===== config.mk =====
export PLATFORM = sky130hd
export DESIGN_NAME = mult_share_ctrl_flat
export DESIGN_NICKNAME = d
export VERILOG_FILES = /design/src/rtl/mult_share_pkg.sv /design/src/rtl/mult_share_ctrl_if.sv /design/src/rtl/multiplicador.sv /design/src/rtl/rr_arb2.sv /design/src/rtl/mult_share_ctrl.sv /design/src/flat_wrapper.sv
export SDC_FILE = /design/constraint.sdc
export NUM_CORES = 1
export LEC_CHECK = 0
export BUFFER_PORTS_ARGS = -buffer_cell sky130_fd_sc_hd__buf_2
export CORE_ASPECT_RATIO = 1.4
export CORE_MARGIN = 1.5
export CORE_UTILIZATION = 30
export DETAILED_ROUTE_END_ITERATION = 8
export PLACE_DENSITY_LB_ADDON = 0.1
export SLEW_MARGIN = 30
export SYNTH_ARGS = -nofsm -noshare
export SYNTH_HDL_FRONTEND = slang
export SYNTH_SLANG_ARGS = --single-unit

===== constraint.sdc =====
create_clock -name clk -period 6.1 [get_ports clk]
set_input_delay 0.61 -clock clk [delete_from_list [all_inputs] [get_ports clk]]
set_output_delay 0.61 -clock clk [all_outputs]
set_load 0.1 [all_outputs]

===== src/rtl/mult_share_pkg.sv =====
// Shared types for the multiplier-sharing controller.
package mult_share_pkg;

  typedef enum logic [1:0] {
    IDLE = 2'd0,
    EXEC = 2'd1,
    DONE = 2'd2
  } ctrl_state_t;

  localparam int MAX_SETTLE = 15;

endpackage


===== src/rtl/mult_share_ctrl_if.sv =====
// Requester-facing bus of the multiplier-sharing controller.
interface mult_share_ctrl_if #(
  parameter int BIT = 4
);
  logic             req0;
  logic [BIT-1:0]   a0;
  logic [BIT-1:0]   b0;
  logic             req1;
  logic [BIT-1:0]   a1;
  logic [BIT-1:0]   b1;
  logic             gnt0;
  logic             gnt1;
  logic             done0;
  logic             done1;
  logic [2*BIT-1:0] res;
  logic             oflow;
  logic             busy;

  modport master (
    output req0, a0, b0, req1, a1, b1,
    input  gnt0, gnt1, done0, done1, res, oflow, busy
  );

  modport slave (
    input  req0, a0, b0, req1, a1, b1,
    output gnt0, gnt1, done0, done1, res, oflow, busy
  );
endinterface


===== src/rtl/multiplicador.sv =====
// Combinational unsigned shift-add array multiplier with upper-half overflow flag.
module multiplicador #(
  parameter int BIT = 4
) (
  input  logic [BIT-1:0]   a,
  input  logic [BIT-1:0]   b,
  output logic [2*BIT-1:0] p,
  output logic             oflow
);

  always_comb begin
    p = '0;
    for (int i = 0; i < BIT; i++) begin
      if (b[i]) p = p + ({{BIT{1'b0}}, a} << i);
    end
  end

  assign oflow = |p[2*BIT-1:BIT];

endmodule


===== src/rtl/rr_arb2.sv =====
// Two-way round-robin pick: a lone requester always wins, ties go to prio.
module rr_arb2 (
  input  logic [1:0] req,
  input  logic       prio,
  output logic       winner,
  output logic       valid
);

  always_comb begin
    winner = req[1];
    if (req == 2'b11) winner = prio;
  end

  assign valid = |req;

endmodule


===== src/rtl/mult_share_ctrl.sv =====
// Shares one multi-cycle combinational multiplier between two requesters.
// state | meaning
// IDLE  | no owner; arbitrate and latch winner's operands
// EXEC  | operands held on the multiplier for SETTLE edges
// DONE  | product registered; one-cycle done to owner, then release
module mult_share_ctrl
  import mult_share_pkg::*;
#(
  parameter int BIT    = 4,
  parameter int SETTLE = 2
) (
  input  logic             clk,
  input  logic             rst_n,
  mult_share_ctrl_if.slave bus
);

  // Out-of-range settle counts are clamped into the supported window.
  localparam int SETTLE_C = (SETTLE < 1) ? 1 : ((SETTLE > MAX_SETTLE) ? MAX_SETTLE : SETTLE);
  localparam int CW       = $clog2(SETTLE_C + 1);
  localparam logic [CW-1:0] CNT_LAST = CW'(SETTLE_C - 1);

  ctrl_state_t      state_q, state_d;
  logic             owner_q, owner_d;
  logic             prio_q, prio_d;
  logic [CW-1:0]    cnt_q, cnt_d;
  logic [BIT-1:0]   op_a_q, op_a_d;
  logic [BIT-1:0]   op_b_q, op_b_d;
  logic [2*BIT-1:0] res_q, res_d;
  logic             oflow_q, oflow_d;

  logic             arb_winner;
  logic             arb_valid;
  logic [2*BIT-1:0] mul_p;
  logic             mul_oflow;

  rr_arb2 u_arb (
    .req    ({bus.req1, bus.req0}),
    .prio   (prio_q),
    .winner (arb_winner),
    .valid  (arb_valid)
  );

  // Fed only from the held operand registers so the path can be multi-cycle.
  multiplicador #(.BIT(BIT)) u_mul (
    .a     (op_a_q),
    .b     (op_b_q),
    .p     (mul_p),
    .oflow (mul_oflow)
  );

  always_comb begin
    state_d = state_q;
    owner_d = owner_q;
    prio_d  = prio_q;
    cnt_d   = cnt_q;
    op_a_d  = op_a_q;
    op_b_d  = op_b_q;
    res_d   = res_q;
    oflow_d = oflow_q;
    unique case (state_q)
      IDLE: begin
        if (arb_valid) begin
          owner_d = arb_winner;
          op_a_d  = arb_winner ? bus.a1 : bus.a0;
          op_b_d  = arb_winner ? bus.b1 : bus.b0;
          cnt_d   = '0;
          state_d = EXEC;
        end
      end
      EXEC: begin
        cnt_d = cnt_q + CW'(1);
        if (cnt_q == CNT_LAST) begin
          res_d   = mul_p;
          oflow_d = mul_oflow;
          state_d = DONE;
        end
      end
      DONE: begin
        prio_d  = ~owner_q;
        state_d = IDLE;
      end
      default: state_d = IDLE;
    endcase
  end

  always_ff @(posedge clk or negedge rst_n) begin
    if (!rst_n) begin
      state_q <= IDLE;
      owner_q <= 1'b0;
      prio_q  <= 1'b0;
      cnt_q   <= '0;
      op_a_q  <= '0;
      op_b_q  <= '0;
      res_q   <= '0;
      oflow_q <= 1'b0;
    end else begin
      state_q <= state_d;
      owner_q <= owner_d;
      prio_q  <= prio_d;
      cnt_q   <= cnt_d;
      op_a_q  <= op_a_d;
      op_b_q  <= op_b_d;
      res_q   <= res_d;
      oflow_q <= oflow_d;
    end
  end

  assign bus.busy  = (state_q != IDLE);
  assign bus.gnt0  = (state_q != IDLE) && !owner_q;
  assign bus.gnt1  = (state_q != IDLE) &&  owner_q;
  assign bus.done0 = (state_q == DONE) && !owner_q;
  assign bus.done1 = (state_q == DONE) &&  owner_q;
  assign bus.res   = res_q;
  assign bus.oflow = oflow_q;

endmodule


===== src/flat_wrapper.sv =====
// flat-port wrapper written by rule: the top's interface ports become plain ports
module mult_share_ctrl_flat import mult_share_pkg::*;
#(
  parameter int BIT    = 4,
  parameter int SETTLE = 2
)
  (clk, rst_n, bus_req0, bus_a0, bus_b0, bus_req1, bus_a1, bus_b1, bus_gnt0, bus_gnt1, bus_done0, bus_done1, bus_res, bus_oflow, bus_busy);
  mult_share_ctrl_if #(.BIT(BIT)) bus_i ();
  input  logic clk;
  input  logic rst_n;
  input wire logic [$bits(bus_i.req0)-1:0] bus_req0;
  input wire logic [$bits(bus_i.a0)-1:0] bus_a0;
  input wire logic [$bits(bus_i.b0)-1:0] bus_b0;
  input wire logic [$bits(bus_i.req1)-1:0] bus_req1;
  input wire logic [$bits(bus_i.a1)-1:0] bus_a1;
  input wire logic [$bits(bus_i.b1)-1:0] bus_b1;
  output wire logic [$bits(bus_i.gnt0)-1:0] bus_gnt0;
  output wire logic [$bits(bus_i.gnt1)-1:0] bus_gnt1;
  output wire logic [$bits(bus_i.done0)-1:0] bus_done0;
  output wire logic [$bits(bus_i.done1)-1:0] bus_done1;
  output wire logic [$bits(bus_i.res)-1:0] bus_res;
  output wire logic [$bits(bus_i.oflow)-1:0] bus_oflow;
  output wire logic [$bits(bus_i.busy)-1:0] bus_busy;
  assign bus_i.req0 = bus_req0;
  assign bus_i.a0 = bus_a0;
  assign bus_i.b0 = bus_b0;
  assign bus_i.req1 = bus_req1;
  assign bus_i.a1 = bus_a1;
  assign bus_i.b1 = bus_b1;
  assign bus_gnt0 = bus_i.gnt0;
  assign bus_gnt1 = bus_i.gnt1;
  assign bus_done0 = bus_i.done0;
  assign bus_done1 = bus_i.done1;
  assign bus_res = bus_i.res;
  assign bus_oflow = bus_i.oflow;
  assign bus_busy = bus_i.busy;
  mult_share_ctrl #(.BIT(BIT), .SETTLE(SETTLE)) u_core (.clk(clk), .rst_n(rst_n), .bus(bus_i));
endmodule

# Word level (Yosys, flattened, before mapping)
# Cells that the tools add are included.
[totals]
register_bits = 23
in_bits = 20
output_inout_bits = 14
word_cells = 45
[op_classes]
add_sub_neg = 4
eq_ne = 6
n_mux = 12
n_bitwise = 1
n_reduce_logical = 14
[ops]
columns = ["operator", "count"]
rows = [
  ["2-to-1 mux 8 bit", 3],
  ["2-to-1 mux 4 bit", 3],
  ["adder 8 x 5 -> 8 bit", 1],
  ["adder 8 x 6 -> 8 bit", 1],
  ["adder 8 x 7 -> 8 bit", 1],
  ["one-hot mux 2 bit (2 select lines)", 2],
  ["AND reduction 2 bit", 4],
  ["2-to-1 mux 2 bit", 3],
  ["equality test 2 x 1 -> 1 bit (second input constant)", 2],
  ["equality test 2 bit (second input constant)", 2],
  ["logical AND 1 bit", 4],
  ["inequality test 2 x 1 -> 1 bit (second input constant)", 2],
  ["nonzero test 2 bit", 2],
  ["OR reduction 4 bit", 1],
  ["adder 2 x 1 -> 2 bit (second input constant)", 1],
  ["logical NOT 2 bit", 1],
  ["OR reduction 2 bit", 1],
  ["logical NOT 1 bit", 1],
  ["2-to-1 mux 1 bit", 1],
  ["inverter 1 bit", 1],
]

# Logic depth before layout (Yosys ltp)
# Gate-level depths: netlist (run 1).
[depth]
ltp_word = 8
ltp_mapped = 19
ltp_nobuf = 19

# Hierarchy
# From an unflattened synthesis (run 1), not the netlist that was laid out.
[unflattened]
hier_cells = 152
hier_area_um2 = 1696.6
[by_module_without_submodules]
columns = ["mod", "instances", "cells_each", "area_per_inst_um2", "seq_area_each_um2"]
rows = [
  ["mult_share_ctrl", 1, 76, 1102.3, 575.6],
  ["multiplicador", 1, 73, 576.8, 0.0],
  ["rr_arb2", 1, 3, 17.5, 0.0],
]

# Worst setup path after synthesis (run 1)
# No wires, ideal clock.
[synth_timing]
kind = "register -> register"
start = "register u_core.op_b_q[0]"
end = "register u_core.oflow_q (netlist: u_core.bus.oflow)"
setup_ns = 0.131
t_arrival_ns = 3.610
t_required_ns = 5.969
setup_slack_ns = 2.359
path_stages_with_launch = 20
path_buffers = 0
period_less_slack_ns = 3.741
cell_sequence = "dfrtp_1 -> and2_1 -> ha_1 -> inv_1 -> fa_1 -> nand2b_1 -> nand3_1 -> xnor2_2 -> inv_1 -> ha_1 -> a21o_1 -> a21oi_1 -> xnor2_1 -> mux2_2 -> ha_1 -> nor2b_1 -> o31ai_1 -> nand2_1 -> a211oi_1 -> a31oi_1"
[synth_between]
elab_chain_cells = 8
[synth_rtl]
columns = ["element", "line_no", "source"]
rows = [
  ["start: declaration", "mult_share_ctrl.sv:27", "logic [BIT-1:0] op_b_q, op_b_d;"],
  ["start signal: assignment", "mult_share_ctrl.sv:102", "op_b_q <= op_b_d;"],
  ["2-to-1 mux 4 bit *", "multiplicador.sv:14", "if (b[i]) p = p + ({{BIT{1'b0}}, a} << i);"],
  ["adder 8 x 5 -> 8 bit", "multiplicador.sv:14", ""],
  ["2-to-1 mux 8 bit *", "multiplicador.sv:14", ""],
  ["adder 8 x 6 -> 8 bit", "multiplicador.sv:14", ""],
  ["2-to-1 mux 8 bit *", "multiplicador.sv:14", ""],
  ["adder 8 x 7 -> 8 bit", "multiplicador.sv:14", ""],
  ["2-to-1 mux 8 bit *", "multiplicador.sv:14", ""],
  ["OR reduction 4 bit *", "multiplicador.sv:18", "assign oflow = |p[2*BIT-1:BIT];"],
  ["end signal: assignment", "mult_share_ctrl.sv:104", "oflow_q <= oflow_d;"],
  ["end: declaration", "mult_share_ctrl.sv:29", "logic oflow_q, oflow_d;"],
]
# Mark *: on every way between the ends. The rest lies on a longest branch, timed or not.
# A chain may end at the register's enable or synchronous reset.

# Worst setup path in the final report (run 1)
[layout_timing]
start = "register u_core.op_a_q[1]"
end = "register u_core.oflow_q (netlist: u_core.bus.oflow)"
[layout_between]
elab_chain_cells = 8
[layout_rtl]
columns = ["element", "line_no", "source"]
rows = [
  ["start: declaration", "mult_share_ctrl.sv:26", "logic [BIT-1:0] op_a_q, op_a_d;"],
  ["start signal: assignment", "mult_share_ctrl.sv:101", "op_a_q <= op_a_d;"],
  ["2-to-1 mux 4 bit", "multiplicador.sv:14", ""],
  ["adder 8 x 5 -> 8 bit", "multiplicador.sv:14", ""],
  ["2-to-1 mux 8 bit", "multiplicador.sv:14", ""],
  ["adder 8 x 6 -> 8 bit", "multiplicador.sv:14", ""],
  ["2-to-1 mux 8 bit", "multiplicador.sv:14", ""],
  ["adder 8 x 7 -> 8 bit", "multiplicador.sv:14", ""],
  ["2-to-1 mux 8 bit *", "multiplicador.sv:14", ""],
  ["OR reduction 4 bit *", "multiplicador.sv:18", ""],
]
# Marked as above.

==> flow_summary.yaml, run 1 <==
clocking:
  insertion_delay_ns: 0.27
  clock-sinks: 23
  cts_tree: "built"
  clock-root-buffer: "clkbuf_8"
  cts.clk_slew.worst_paths_ns: 0.09
  htreeDepth: 1
  cts_setup_buffers: 0
  cts_buffer_depth: 2
  cts_resized: 0
  cts_made_buffers: 3
  postCtsHoldBufs: 0
routing:
  vias: 1317
  drt_iter0_drc: 32
  wl_per_cell_microns: 13.4
  drt-total-wl_microns: 3660
  drc: 0
  drtAntennaViolNets: 0
  first_pass_iters: 4
  avgViaCountPerCell: 4.81
finish:
  multi_input_area_sq_um: 932
  area_growth_pct: 17.3
  seq_area_sq_um: 576
  final_util: 0.363
  layout.nets: 243
  layout_common_cells: "buf_2, nand2_1, dfrtp_1, mux2i_1, inv_1"
  final_cell_count_no_fill: 274
  num_antenna_cells: 0
  fill_cells: 556
  drive_gt1_frac: 0.221
  final_common_cell: "buf_2"
sta:
  fin_tns_setup_ns: 0
  rsz0062_at_grt: "false"
  fmax_ghz: 0.244
  hold_violations: 0
  setup_viol: 0
  clock_skew_ns: 0.00421
  fin_crit_sh: 0.671
  maxSlewViolCount: 0
  slew_headroom: 0.598
  worst_slew_pin_slew_ns: 0.599
  period_needed_ns: 4.09
grt:
  antenna_found_initial: 0
  track_usage: 0.146
  gr-total-overflow: 0
  grt_max_degree: 24
  grt_pass1_vias: 1436
  grt_pass1_wl_microns: 6440
worst_setup_path:
  crit_arrival_ns: 4.24
  crit_buf_inv: 2
  path_cells: "and2_1 > ha_1 > inv_1 > fa_1 > nand2b_1 > nand3_1 > xnor2_2 > inv_1 > ha_1 > a21o_1 > a21oi_1 > xnor2_1 > mux2_2 > ha_1 > nor2b_1 > o31ai_1 > nand2_1 > a211oi_1 > a31oi_1"
  cp_max_fo: 6
  reg2reg_slack_ns: 2.01
  start_kind: "flip-flop"
  path_class: "reg -> reg"
  slowest_stage: "dfrtp_1"
  rr_worst_depth: 19
  path_delay_family: "adder cells"
  worst-path-stages: 19
  cp.required_ns: 6.25
  end_kind: "flip-flop"
  cpMostUsedCell: "ha_1"
  slowest_delay_ns: 0.47
yosys:
  syn-num-nets: 210
  synthesis.area_sq_um: 1580
  seq_area_frac_synth: 0.363
  synthCells: 176
  ys_ff_latch: 23
  synth.avg_cell_area_sq_um: 9.00
  yosysWarnings: 0
  synth.distinct_cells: 41
outcome:
  status: "complete, no violations"
floorplan:
  num_io_pins: 34
  rows: 31
  die_area_sq_um: 5730
  core-area_sq_um: 5120
  die_w_microns: 64.4
  initial_core_util: 0.309
  fp.dieH_microns: 89.0
place:
  gp_congestion: 0.813
  portBuffers: 33
  dp_cells: 270
  hpwlAfterDp_microns: 2910
job:
  drv_cap: 0
worst_hold_path:
  hold_class: "in -> async"
## layout make-up
class / instances / area share
Timing Repair Buffer: 34 / 0.0929
Sequential cell: 23 / 0.310
Inverter: 13 / 0.0263
Tap cell: 66 / 0.0444
Clock buffer: 3 / 0.0222
Multi-Input combinational cell: 134 / 0.502
Clock inverter: 1 / 0.00269
## worst paths after layout
kind | from | end
max | u_core.op_a_q[1] | u_core.bus.oflow
min reg2reg | u_core.bus.res[0] | u_core.bus.res[0]
max reg2reg | u_core.op_a_q[1] | u_core.bus.oflow
min | rst_n | u_core.op_b_q[3]
max in group asynchronous | rst_n | u_core.bus.res[2]
min in group clk | u_core.bus.res[0] | u_core.bus.res[0]
## per-layer routing
metal | vias up | GRT usage | wire (microns)
li1 | 663 | - | -
met4 | 0 | 0.0716 | 92
met5 | - | 0 | 0
met1 | 623 | 0.163 | 1540
met2 | 22 | 0.273 | 1940
met3 | 9 | 0.0214 | 87
## cell families after synthesis
| kind of cell | after synthesis | share of synthesized area |
|---|---|---|
| AND/OR/NAND/NOR | 61 | 0.189 |
| multiplexers | 14 | 0.0893 |
| flip-flops | 23 | 0.363 |
| XOR/XNOR | 5 | 0.0324 |
| buffers and inverters | 19 | 0.0482 |
| adder cells (fa/ha/maj) | 14 | 0.125 |
| AO/OA/AOI/OAI | 40 | 0.153 |
## cells in the mapped netlist
cell type,number,area share
a211oi_1,1,0.0047
a21boi_0,1,0.0047
a21o_1,3,0.014
a21oi_1,7,0.022
a22oi_1,1,0.0047
a31o_1,1,0.0055
a31oi_1,2,0.0079
and2_1,1,0.0040
and2b_2,1,0.0055
and3_1,1,0.0040
and3b_2,1,0.0063
buf_2,1,0.0032
buf_4,1,0.0047
clkbuf_1,4,0.0095
clkinv_1,1,0.0024
dfrtp_1,23,0.36
fa_1,3,0.038
ha_1,11,0.087
inv_1,12,0.028
mux2_2,1,0.0071
mux2i_1,13,0.082
nand2_1,25,0.059
nand2_2,2,0.0079
nand2b_1,3,0.012
nand3_1,6,0.019
nand3b_1,1,0.0047
nor2_1,10,0.024
nor2b_1,4,0.016
nor3_1,2,0.0063
nor3b_1,1,0.0047
nor4bb_1,1,0.0063
o211ai_2,1,0.0079
o21a_1,3,0.014
o21ai_0,10,0.032
o21ai_1,8,0.025
o21ai_2,1,0.0055
o31ai_1,1,0.0047
or2_1,1,0.0040
or3b_1,1,0.0055
xnor2_1,4,0.022
xnor2_2,1,0.010
## registers in the layout, summed over array words and instances, names as in the netlist
register / flops
u_core.op_a_q: 4
u_core.op_b_q: 4
u_core.state_q: 2
u_core.bus.oflow: 1
u_core.cnt_q: 2
u_core.owner_q: 1
u_core.prio_q: 1
u_core.bus.res: 8
## metrics by stage
stage                     setup slack (ns)  hold slack [ns]  instance area, sq um
after global placement                2.17            0.452                  1810
after CTS                             1.98            0.330                  1860
final                                 2.01            0.312                  1860
after global routing                  1.67            0.344                  1860
after floorplan                       2.36            0.314                  1580
after detailed placement              2.03            0.464                  1810
Power of run 1 is not shown: default switching activity piles up to over one toggle a cycle in this logic, so the estimate is an artifact.
==> run 2, diff against run 1 <==
Clock period 6.1 ns to 3.75 ns, I/O delays scaled along.
==> run 2 against run 1 <==
Against the previous run:
- register-to-register slack lost 1.9 ns
- hold slack lost 0.24 ns
- final area is 15% higher
- fmax up 12%
- critical path depth decreased by 1
- non-clock buffer count up 24
- wire length up 14%
- sequential cell count unchanged
- sequential share of layout area down 4.0 points
- first-iteration DRC count is 16% higher
- cell count is 8.8% higher
- highest routed layer unchanged
==> flow_summary.yaml, run 2 (synthesis results as in run 1) <==
outcome:
  status: "complete, no violations"
clocking:
  htreeDepth: 1
  clock-root-buffer: "clkbuf_8"
  cts.clk_slew.worst_paths_ns: 0.09
  clock-sinks: 23
  cts_tree: "built"
  postCtsHoldBufs: 0
  cts_made_buffers: 3
  cts_buffer_depth: 2
  insertion_delay_ns: 0.27
sta:
  fin_tns_setup_ns: 0
  maxSlewViolCount: 0
  clock_skew_ns: 0.00675
  setup_viol: 0
  fin_crit_sh: 0.978
  rsz0062_at_grt: "true"
  worst_slew_pin_slew_ns: 0.598
  slew_headroom: 0.601
  fmax_ghz: 0.273
  worst_slack_ns: 0.0817
  hold_violations: 0
  period_needed_ns: 3.67
grt:
  grt_max_degree: 24
  gr-total-overflow: 0
  grt_pass1_vias: 1457
  track_usage: 0.147
  grt_pass1_wl_microns: 6500
  antenna_found_initial: 0
worst_setup_path:
  rr_startpoint: "u_core.op_b_q[0]"
  path_cells: "and2_4 > ha_4 > inv_2 > fa_2 > mux2i_2 > ha_2 > inv_1 > fa_2 > xnor2_1 > a22oi_2 > nand2_2 > inv_1 > fa_2 > xnor2_1 > nand2_1 > nand2_1 > a211oi_2 > a31oi_1"
  path_class: "reg -> reg"
  rr_worst_depth: 18
  reg2reg_slack_ns: 0.08
  end_kind: "flip-flop"
  start_kind: "flip-flop"
  cp.required_ns: 3.90
  slowest_stage: "fa_2"
  r2r_end: "u_core.bus.oflow"
  slowest_delay_ns: 0.41
  cp_max_fo: 2
  path_delay_family: "adder cells"
  crit_arrival_ns: 3.82
  crit_buf_inv: 3
  cpMostUsedCell: "fa_2"
finish:
  fill_cells: 545
  layout_common_cells: "buf_2, buf_4, nand2_1, dfrtp_1, mux2i_1"
  final_common_cell: "buf_2"
  final_util: 0.417
  drive_gt1_frac: 0.379
  largest_register_ffs: 8
  num_antenna_cells: 0
  final_cell_count_no_fill: 298
  area_growth_pct: 34.7
  layout.nets: 267
job:
  drv_cap: 0
routing:
  drt-total-wl_microns: 4160
  drc: 0
  vias: 1413
  first_pass_iters: 4
  drtAntennaViolNets: 0
  wl_per_cell_microns: 14.0
  avgViaCountPerCell: 4.74
  drt_iter0_drc: 37
worst_hold_path:
  hold_class: "in -> async"
floorplan:
  core-area_sq_um: 5120
  die_area_sq_um: 5730
  fp.dieH_microns: 89.0
  initial_core_util: 0.309
  rows: 31
  num_io_pins: 34
  die_w_microns: 64.4
place:
  dpl_worst_slack_ns: -0.152
  hpwlAfterDp_microns: 3040
  portBuffers: 33
  dp_cells: 282
  gp_congestion: 0.789
-- run 2: changes by cell type in the layout (fill, tap and decap cells not counted), moves of 2 or more --
cell,before,now
buf_4,1,25
a21oi_1,7,4
a21oi_2,0,3
fa_1,3,0
fa_2,0,3
ha_1,11,8
ha_4,0,2
-- run 2: stage by stage --
stage | cell area, sq um | hold slack (ns)
3_5_place_dp | 1900 | 0.390
2_1_floorplan | 1580 | 0.0794
3_3_place_gp | 1900 | 0.383
5_1_grt | 2130 | 0.113
4_1_cts | 2050 | 0.0930
6_report | 2130 | 0.0695
-- run 2: how the worst max path moves through the flow --
stage	startpoint	end	cells after the start
6_report	u_core.op_b_q[0]	u_core.bus.oflow	18
5_1_grt	u_core.op_b_q[0]	u_core.bus.oflow	19
4_1_cts	u_core.op_a_q[1]	u_core.bus.res[6]	17
3_5_place_dp	u_core.op_b_q[0]	u_core.bus.oflow	19
3_3_place_gp	u_core.op_b_q[0]	u_core.bus.oflow	19
2_1_floorplan	u_core.op_b_q[0]	u_core.bus.oflow	19
-- run 2: what timing repair did --
item	in CTS	in global routing
gates cloned	0	0
setup buffers	9	3
gates resized for setup	8	15
endpoints found under the setup margin	2	4
pin swaps	5	16
-- run 2: layout make-up --
class | count | area (sq um) | area share
multi-input cells | 134 | 1030 | 0.482
clock buffers | 3 | 41.3 | 0.0194
well taps | 66 | 82.6 | 0.0387
flip-flops and latches | 23 | 576 | 0.270
repair buffers | 58 | 353 | 0.165
inverters | 13 | 48.8 | 0.0229
clock inverters | 1 | 5.00 | 0.00235
-- run 2: worst reg2reg max path, delay by kind of cell (launching register included) --
kind                       cells  cell delay, ns
DFF                            1            0.38
muxes                          1            0.19
and+or+nand+nor                4            0.47
AOI/OAI and AO/OA              3            0.41
buffers and inverters          3            0.17
xor gates and xnor gates       2            0.39
adders and majority gates      5            1.53
-- run 2: metal layers --
metal | track usage | vias up | wire, microns
met2 | 0.296 | 19 | 2290
li1 | - | 712 | -
met3 | 0.0151 | 6 | 75
met4 | 0.0542 | 0 | 73
met1 | 0.156 | 676 | 1720
met5 | 0 | - | 0
Power of run 2 is left out for the same reason.
